$ cat src/rtl/dyn_console_addr_scroll.sv
// Text console stage 01: pixel-to-cell mapping with ring-buffered
// vertical scroll and VRAM address generation, 2-cycle latency.
module dyn_console_addr_scroll #(
  parameter int GLYPH_W  = 16,
  parameter int GLYPH_H  = 16,
  parameter int SCREEN_W = 640,
  parameter int SCREEN_H = 480,
  parameter int ADDR_W   = 13,
  localparam int COLS = SCREEN_W / GLYPH_W,
  localparam int ROWS = SCREEN_H / GLYPH_H,
  localparam int PW   = $clog2(GLYPH_W),
  localparam int PH   = $clog2(GLYPH_H),
  localparam int RW   = $clog2(ROWS)
) (
  input  logic              px_clk,
  input  logic              reset_n,
  input  logic [25:0]       RGBStr_i,
  output logic [25:0]       RGBStr_o,
  input  logic              scroll_we,
  input  logic [RW-1:0]     scroll_row,
  output logic              scroll_pend,
  output logic              scroll_err,
  output logic [ADDR_W-1:0] addr_vram,
  output logic [9:0]        pos_x,
  output logic [9:0]        pos_y,
  output logic [PW-1:0]     glyph_x,
  output logic [PH-1:0]     glyph_y,
  output logic              in_text
);

  logic [9:0]    x;
  logic [9:0]    y;
  logic [9-PW:0] col;
  logic [9-PH:0] row;
  logic [10:0]   wsum;
  logic [10:0]   wrow;
  logic          hit;
  logic          frame_start;
  logic          bad_row;

  logic [RW-1:0] scroll_cur;
  logic [RW-1:0] scroll_nxt;

  logic [25:0]   str_a;
  logic [10:0]   wrow_a;
  logic [9-PW:0] col_a;
  logic          hit_a;
  logic [9:0]    px_a;
  logic [9:0]    py_a;
  logic [PW-1:0] gx_a;
  logic [PH-1:0] gy_a;

  assign x   = RGBStr_i[22:13];
  assign y   = RGBStr_i[12:3];
  assign col = x[9:PW];
  assign row = y[9:PH];

  // Both terms are below ROWS inside the text area, so one wrap suffices.
  assign wsum = 11'(row) + 11'(scroll_cur);
  assign wrow = (wsum >= 11'(ROWS)) ? wsum - 11'(ROWS) : wsum;

  assign hit         = (32'(col) < COLS) && (32'(row) < ROWS);
  assign frame_start = (x == 10'd0) && (y == 10'd0);
  assign bad_row     = 32'(scroll_row) >= ROWS;

  // Commit at frame start; a coincident write then re-arms pending.
  always_ff @(posedge px_clk or negedge reset_n) begin
    if (!reset_n) begin
      scroll_cur  <= '0;
      scroll_nxt  <= '0;
      scroll_pend <= 1'b0;
      scroll_err  <= 1'b0;
    end else begin
      scroll_err <= scroll_we && bad_row;
      if (frame_start && scroll_pend) begin
        scroll_cur  <= scroll_nxt;
        scroll_pend <= 1'b0;
      end
      if (scroll_we && !bad_row) begin
        scroll_nxt  <= scroll_row;
        scroll_pend <= 1'b1;
      end
    end
  end

  always_ff @(posedge px_clk or negedge reset_n) begin
    if (!reset_n) begin
      str_a  <= '0;
      wrow_a <= '0;
      col_a  <= '0;
      hit_a  <= 1'b0;
      px_a   <= '0;
      py_a   <= '0;
      gx_a   <= '0;
      gy_a   <= '0;
    end else begin
      str_a  <= RGBStr_i;
      wrow_a <= wrow;
      col_a  <= col;
      hit_a  <= hit;
      px_a   <= {col, {PW{1'b0}}};
      py_a   <= {row, {PH{1'b0}}};
      gx_a   <= x[PW-1:0];
      gy_a   <= y[PH-1:0];
    end
  end

  always_ff @(posedge px_clk or negedge reset_n) begin
    if (!reset_n) begin
      RGBStr_o  <= '0;
      addr_vram <= '0;
      pos_x     <= '0;
      pos_y     <= '0;
      glyph_x   <= '0;
      glyph_y   <= '0;
      in_text   <= 1'b0;
    end else begin
      RGBStr_o <= str_a;
      pos_x    <= px_a;
      pos_y    <= py_a;
      glyph_x  <= gx_a;
      glyph_y  <= gy_a;
      in_text  <= hit_a;
      if (hit_a)
        addr_vram <= ADDR_W'(32'(wrow_a) * COLS + 32'(col_a));
    end
  end

endmodule
$ cat config.mk
export PLATFORM = sky130hd
export DESIGN_NAME = dyn_console_addr_scroll
export DESIGN_NICKNAME = d
export VERILOG_FILES = /design/src/rtl/dyn_console_addr_scroll.sv
export SDC_FILE = /design/constraint.sdc
export NUM_CORES = 1
export LEC_CHECK = 0
export BUFFER_PORTS_ARGS = -buffer_cell sky130_fd_sc_hd__buf_4
export CAP_MARGIN = 0
export CORE_MARGIN = 2
export CORE_UTILIZATION = 42
export CTS_BUF_LIST = sky130_fd_sc_hd__clkbuf_16
export DETAILED_ROUTE_END_ITERATION = 6
export HOLD_SLACK_MARGIN = 0.08
export PLACE_DENSITY = 0.67
export SKIP_LAST_GASP = 1
export SYNTH_ARGS = -nofsm -noshare
export SYNTH_HDL_FRONTEND = slang
export SYNTH_SLANG_ARGS = --single-unit
export TNS_END_PERCENT = 30
$ cat constraint.sdc
create_clock -name px_clk -period 3.03 [get_ports px_clk]
set_clock_uncertainty 0.15 [all_clocks]
set_input_delay 0.4545 -clock px_clk [delete_from_list [all_inputs] [get_ports px_clk]]
set_output_delay 0.4545 -clock px_clk [all_outputs]
set_load 0.01 [all_outputs]
**Word level (Yosys, flattened, before mapping)**

Index checks and enable logic that the tools add are counted.

- $add $sub $neg: 3
- Multiply operators: 1
- Order comparisons: 4
- Muxes and demuxes: 3
- Reduce and logical (&&, ||, !) cells: 9

Operators with widths:

| operator | number |
|---|---|
| $logic_not A10 Y1 | 2 |
| $add A13 B6 Y13 | 1 |
| $mul A11 B3 Y10 const B | 1 |
| $mux W11 | 1 |
| $sub A7 B5 Y8 const B | 1 |
| $add A6 B5 Y7 | 1 |
| $ge A7 B5 Y1 const B | 1 |
| $lt A6 B5 Y1 const B | 1 |
| $lt A6 B6 Y1 const B | 1 |
| $ge A5 B5 Y1 const B | 1 |
| $logic_and A1 B1 Y1 | 5 |
| $mux W1 | 2 |
| $reduce_bool A2 Y1 | 1 |
| $logic_not A1 Y1 | 1 |

- Bits in registers: 130
- Bits of input ports: 34
- Logic and storage cells: 38

**Longest topological paths before layout**

- Word-level depth: 5
- Gate-level depth with buffers: 10

**Worst setup path after synthesis**

No wires, ideal clock.

- Path kind: input-to-reg
- Start point: input port RGBStr_i[7]
- End point: register wrow_a[2]
- Library setup time: 0.125 ns
- Data arrival time: 2.290 ns
- Data required time: 2.755 ns
- Setup slack: 0.465 ns
- Stages: 8
- Cells stage by stage: ha_1 fa_1 a211oi_2 nor2_1 nor3b_1 mux2i_2 nor2_2 mux2_4

- Word-level cells in the longest chain between the ends: 3

RTL lines:

| item | line | text |
|---|---|---|
| start: declaration | 17 | `input logic [25:0] RGBStr_i,` |
| $add A6 B5 Y7 * | 59 | `assign wsum = 11'(row) + 11'(scroll_cur);` |
| $sub A7 B5 Y8 / $ge A7 B5 Y1 (equally long branches) | 60 | `assign wrow = (wsum >= 11'(ROWS)) ? wsum - 11'(ROWS) : wsum;` |
| $mux W11 * | 60 |  |
| net wrow[2] | 36 | `logic [10:0] wrow;` |
| end signal: assignment | 98 | `wrow_a <= wrow;` |
| end: declaration | 45 | `logic [10:0] wrow_a;` |

Mark *: on every way through the listed nets, which the timed path passes. The rest lies on a longest branch.
A chain may end at the register's enable or synchronous reset.

**Final worst setup path**

- Start point: register scroll_cur[0]
- End point: register wrow_a[5]

- Word-level cells in the longest chain between the ends: 3

RTL lines:

| item | line | text |
|---|---|---|
| start: declaration | 41 | `logic [RW-1:0] scroll_cur;` |
| start signal: assignment | 76 | `scroll_cur <= scroll_nxt;` |
| $add A6 B5 Y7 * | 59 |  |
| $sub A7 B5 Y8 / $ge A7 B5 Y1 (equally long branches) | 60 |  |
| $mux W11 * | 60 |  |
| net wrow[5] | 36 |  |

Marks and branches as above.

==> results.py <==
metrics = {
    "sta": {
        "min_period_ps": 2660,
        "tightest_slew_ps": 1020,
        "report.final.setup_viol": 0,
        "grt_setup_unrepaired": "false",
        "report.final.slew_viol_count": 0,
        "max_slew_margin_pct": 31.9,
        "hold_viol": 0,
        "fin_crit_sh_pct": 87.9,
        "fmax_mhz": 376,
        "tns_ps": 0,
    },
    "finish": {
        "multi_input_area_sq_um": 1280,
        "stdcell_count": 486,
        "fin_area_sq_um": 4840,
        "area_delta_synth_final_pct": 31.0,
        "n_antenna_cell": 0,
        "layout-drive-gt1-share_pct": 35.7,
        "fin_nets": 433,
        "seqCellArea_sq_um": 2180,
        "fillers": 706,
    },
    "min_path": {
        "hold_class": "input pin to register",
        "hold_depth": 1,
    },
    "clock_tree": {
        "clk_path_buf_depth": 2,
        "root_buffer": "clkbuf_16",
        "clkTransAtPathRegs_ps": 60,
        "cts_sinks": 87,
        "worstSkewPairLatency_ps": 330,
        "cts_tree": "done",
        "numCtsBuffers": 9,
        "cts_resized": 0,
        "htreeDepth": 3,
    },
    "grt": {
        "grt_pass1_wl_mm": 11.0,
        "antenna_found_initial": 0,
        "grt_usage_pct": 14.4,
        "grt_max_degree": 88,
        "grt_pass1_vias": 2394,
        "grt-ovfl-total": 0,
    },
    "setup_path": {
        "cp_slowest_cell": "fa_1",
        "cp_slowest_stage_delay_ps": 420,
        "cp-endpoint": "wrow_a[5]",
        "critical_path.top_delay_family": "adder cells",
        "crit_type": "register to register",
        "cp-end-kind": "register",
        "path_buf_inv": 0,
        "timing.rr.end": "wrow_a[5]",
        "required_ps": 3090,
        "cp_max_fo": 3,
        "critical_path_arrival_ps": 2720,
        "start_kind": "register",
        "crit_chain": "ha_1, fa_1, xor2_1, ha_1, o21ai_1, nor4b_2, xor2_1, xnor2_1, nor2_1",
        "rrSetupSlack_ps": 370,
        "crit_cells": 9,
        "r2r_start": "scroll_cur[0]",
        "crit_start": "scroll_cur[0]",
        "reg2regPathDepth": 9,
    },
    "synthesis": {
        "synth_edf_count": 0,
        "syn_inst": 277,
        "synthesis.area_sq_um": 3690,
        "synth.distinct_cells": 50,
        "syn_area_per_cell_sq_um": 13.3,
        "synth_top_area_share_pct": 58.9,
        "yosysSeqAreaShare_pct": 58.9,
        "synth-warning-count": 0,
        "yosys_most_used_dff": "dfrtp_1",
        "async_reset_ff_share_pct": 100,
        "synthTopCellsByArea": "dfrtp_1, ha_1, buf_4",
        "synth_mux_area_share_pct": 5.01,
        "synth_top_family_by_area": "simple AND/OR/NAND/NOR gates",
        "synthSimpleGateAreaFrac_pct": 9.89,
        "synth_compound_area_share_pct": 6.54,
        "synthAdderAreaFrac_pct": 9.08,
        "yosysTopAreaCell": "dfrtp_1",
        "yosysMostFrequentCell": "dfrtp_1",
        "synth-xor-area-share_pct": 3.32,
        "synth_commonest_cells": "dfrtp_1, buf_4, ha_1",
        "synth_seq_cells": 87,
    },
    "floorplan": {
        "die_area_sq_um": 9560,
        "start_util_pct": 42.8,
        "die-height_um": 97.8,
        "fp.coreArea_sq_um": 8640,
        "die_width_um": 97.8,
        "core.rowCount": 34,
        "ioPinCount": 104,
    },
    "drt": {
        "drt_iter0_markers": 49,
        "ant_nets": 0,
        "viasPerCell": 4.72,
        "wl_per_cell_um": 13.5,
        "first_pass_iters": 4,
        "vias": 2296,
        "drc": 0,
        "wl_mm": 6.56,
    },
    "placement": {
        "dp.cells": 456,
        "placed_cell_area_sq_um": 4350,
        "gp_congestion": 0.772,
        "dp_hpwl_mm": 4.78,
        "io_buffers": 95,
    },
    "power_and_ir_drop": {
        "p_per_area_nw_per_um2": 636,
        "peakVddDrop_v": 0.000371,
        "cellLeakagePower_uw": 0.00230,
    },
    "flow_run": {
        "maxCapViolations": 0,
    },
    "status": {
        "status": "finished, final reports clean",
    },
}
[cell families (layout without fill, tap and decap cells)]
logic type | count (synthesis) | count (layout)
flops | 87 | 87
simple gates | 59 | 59
buf+inv | 42 | 136
compound gates | 33 | 33
fa+ha+maj | 25 | 25
mux | 16 | 16
xor+xnor | 14 | 14
other cells | 1 | 8
[cell type report]
class | count | area share, %
inverters | 11 | 0.853
multi-input cells | 155 | 26.4
repair buffers | 110 | 17.8
clock buffers | 9 | 4.65
well taps | 108 | 2.79
flip-flops and latches | 87 | 45.0
clock inverters | 6 | 2.43
[worst min path at each step]
stage | startpoint | endpoint | slack (ps)
5_1_grt | RGBStr_i[13] | gx_a[0] | 80
6_report | RGBStr_i[18] | str_a[18] | 100
3_3_place_gp | str_a[11] | RGBStr_o[11] | 180
4_1_cts | RGBStr_i[15] | gx_a[2] | 80
2_1_floorplan | reset_n | RGBStr_o[0] | 9
3_5_place_dp | str_a[11] | RGBStr_o[11] | 180
[placed cells by master (no fill, tap or decap), types with 2 or more instances in the layout]
master          n
buf_4          95
dfrtp_1        87
ha_1           22
nor2_1         18
dlygate4sd3_1  15
mux2_2         13
inv_1          11
clkbuf_16       9
a21oi_1         8
conb_1          8
xor2_1          7
xnor2_1         7
o21ai_0         5
nor2b_1         5
nand4_1         5
nand2_1         4
nor4_1          4
o22a_1          4
nand3_1         3
o21ai_1         3
nor3b_1         3
fa_1            3
bufinv_16       3
and2_1          2
or2_1           2
a221oi_1        2
a21o_1          2
[where the power goes]
group | internal [uW] | switching [uW] | total, uW
Sequential | 1260 | 53.5 | 1320
Combinational | 272 | 238 | 510
Clock | 809 | 442 | 1250
[per-layer routing]
layer | GRT usage [%] | routed length, um | vias to the layer above
met2 | 24.3 | 3330 | 60
met3 | 5.01 | 341 | 10
li1 | - | - | 1114
met1 | 17.2 | 2810 | 1112
met5 | 0 | 0 | -
met4 | 5.24 | 77 | 0
[registers in the layout, summed over array words and instances (netlist names), 3 cells and up]
name        flops
wrow_a          8
str_a          20
gx_a            3
addr_vram      13
scroll_cur      5
RGBStr_o       20
gy_a            3
glyph_y         3
glyph_x         3
scroll_nxt      5
[repair_timing]
item	4_1_cts	5_1_grt
endpoints found under the setup margin	0	0
buffers inserted	0	0
endpoints found under the hold margin	11	4
hold buffers	11	4
[worst register-to-register path, delay by kind of cell (launching register included)]
| kind | cells | cell delay [ps] |
|---|---|---|
| and+or+nand+nor | 2 | 410 |
| AOI/OAI and AO/OA | 1 | 80 |
| adders and majority gates | 3 | 860 |
| DFF | 1 | 380 |
| xor gates and xnor gates | 3 | 660 |
[per-stage QoR]
step           setup slack [ps]  util, %  hold WS (ps)  power [uW]
5_1_grt                     180     56.0          82.2        3220
3_5_place_dp                173     50.3           185        1840
4_1_cts                     358     55.6          80.4        3110
6_report                    368     56.0          96.3        3080
2_1_floorplan               465        -          8.91        1630
3_3_place_gp                229     50.3           182        1830
Note: power is estimated with default switching activity, not from simulation.
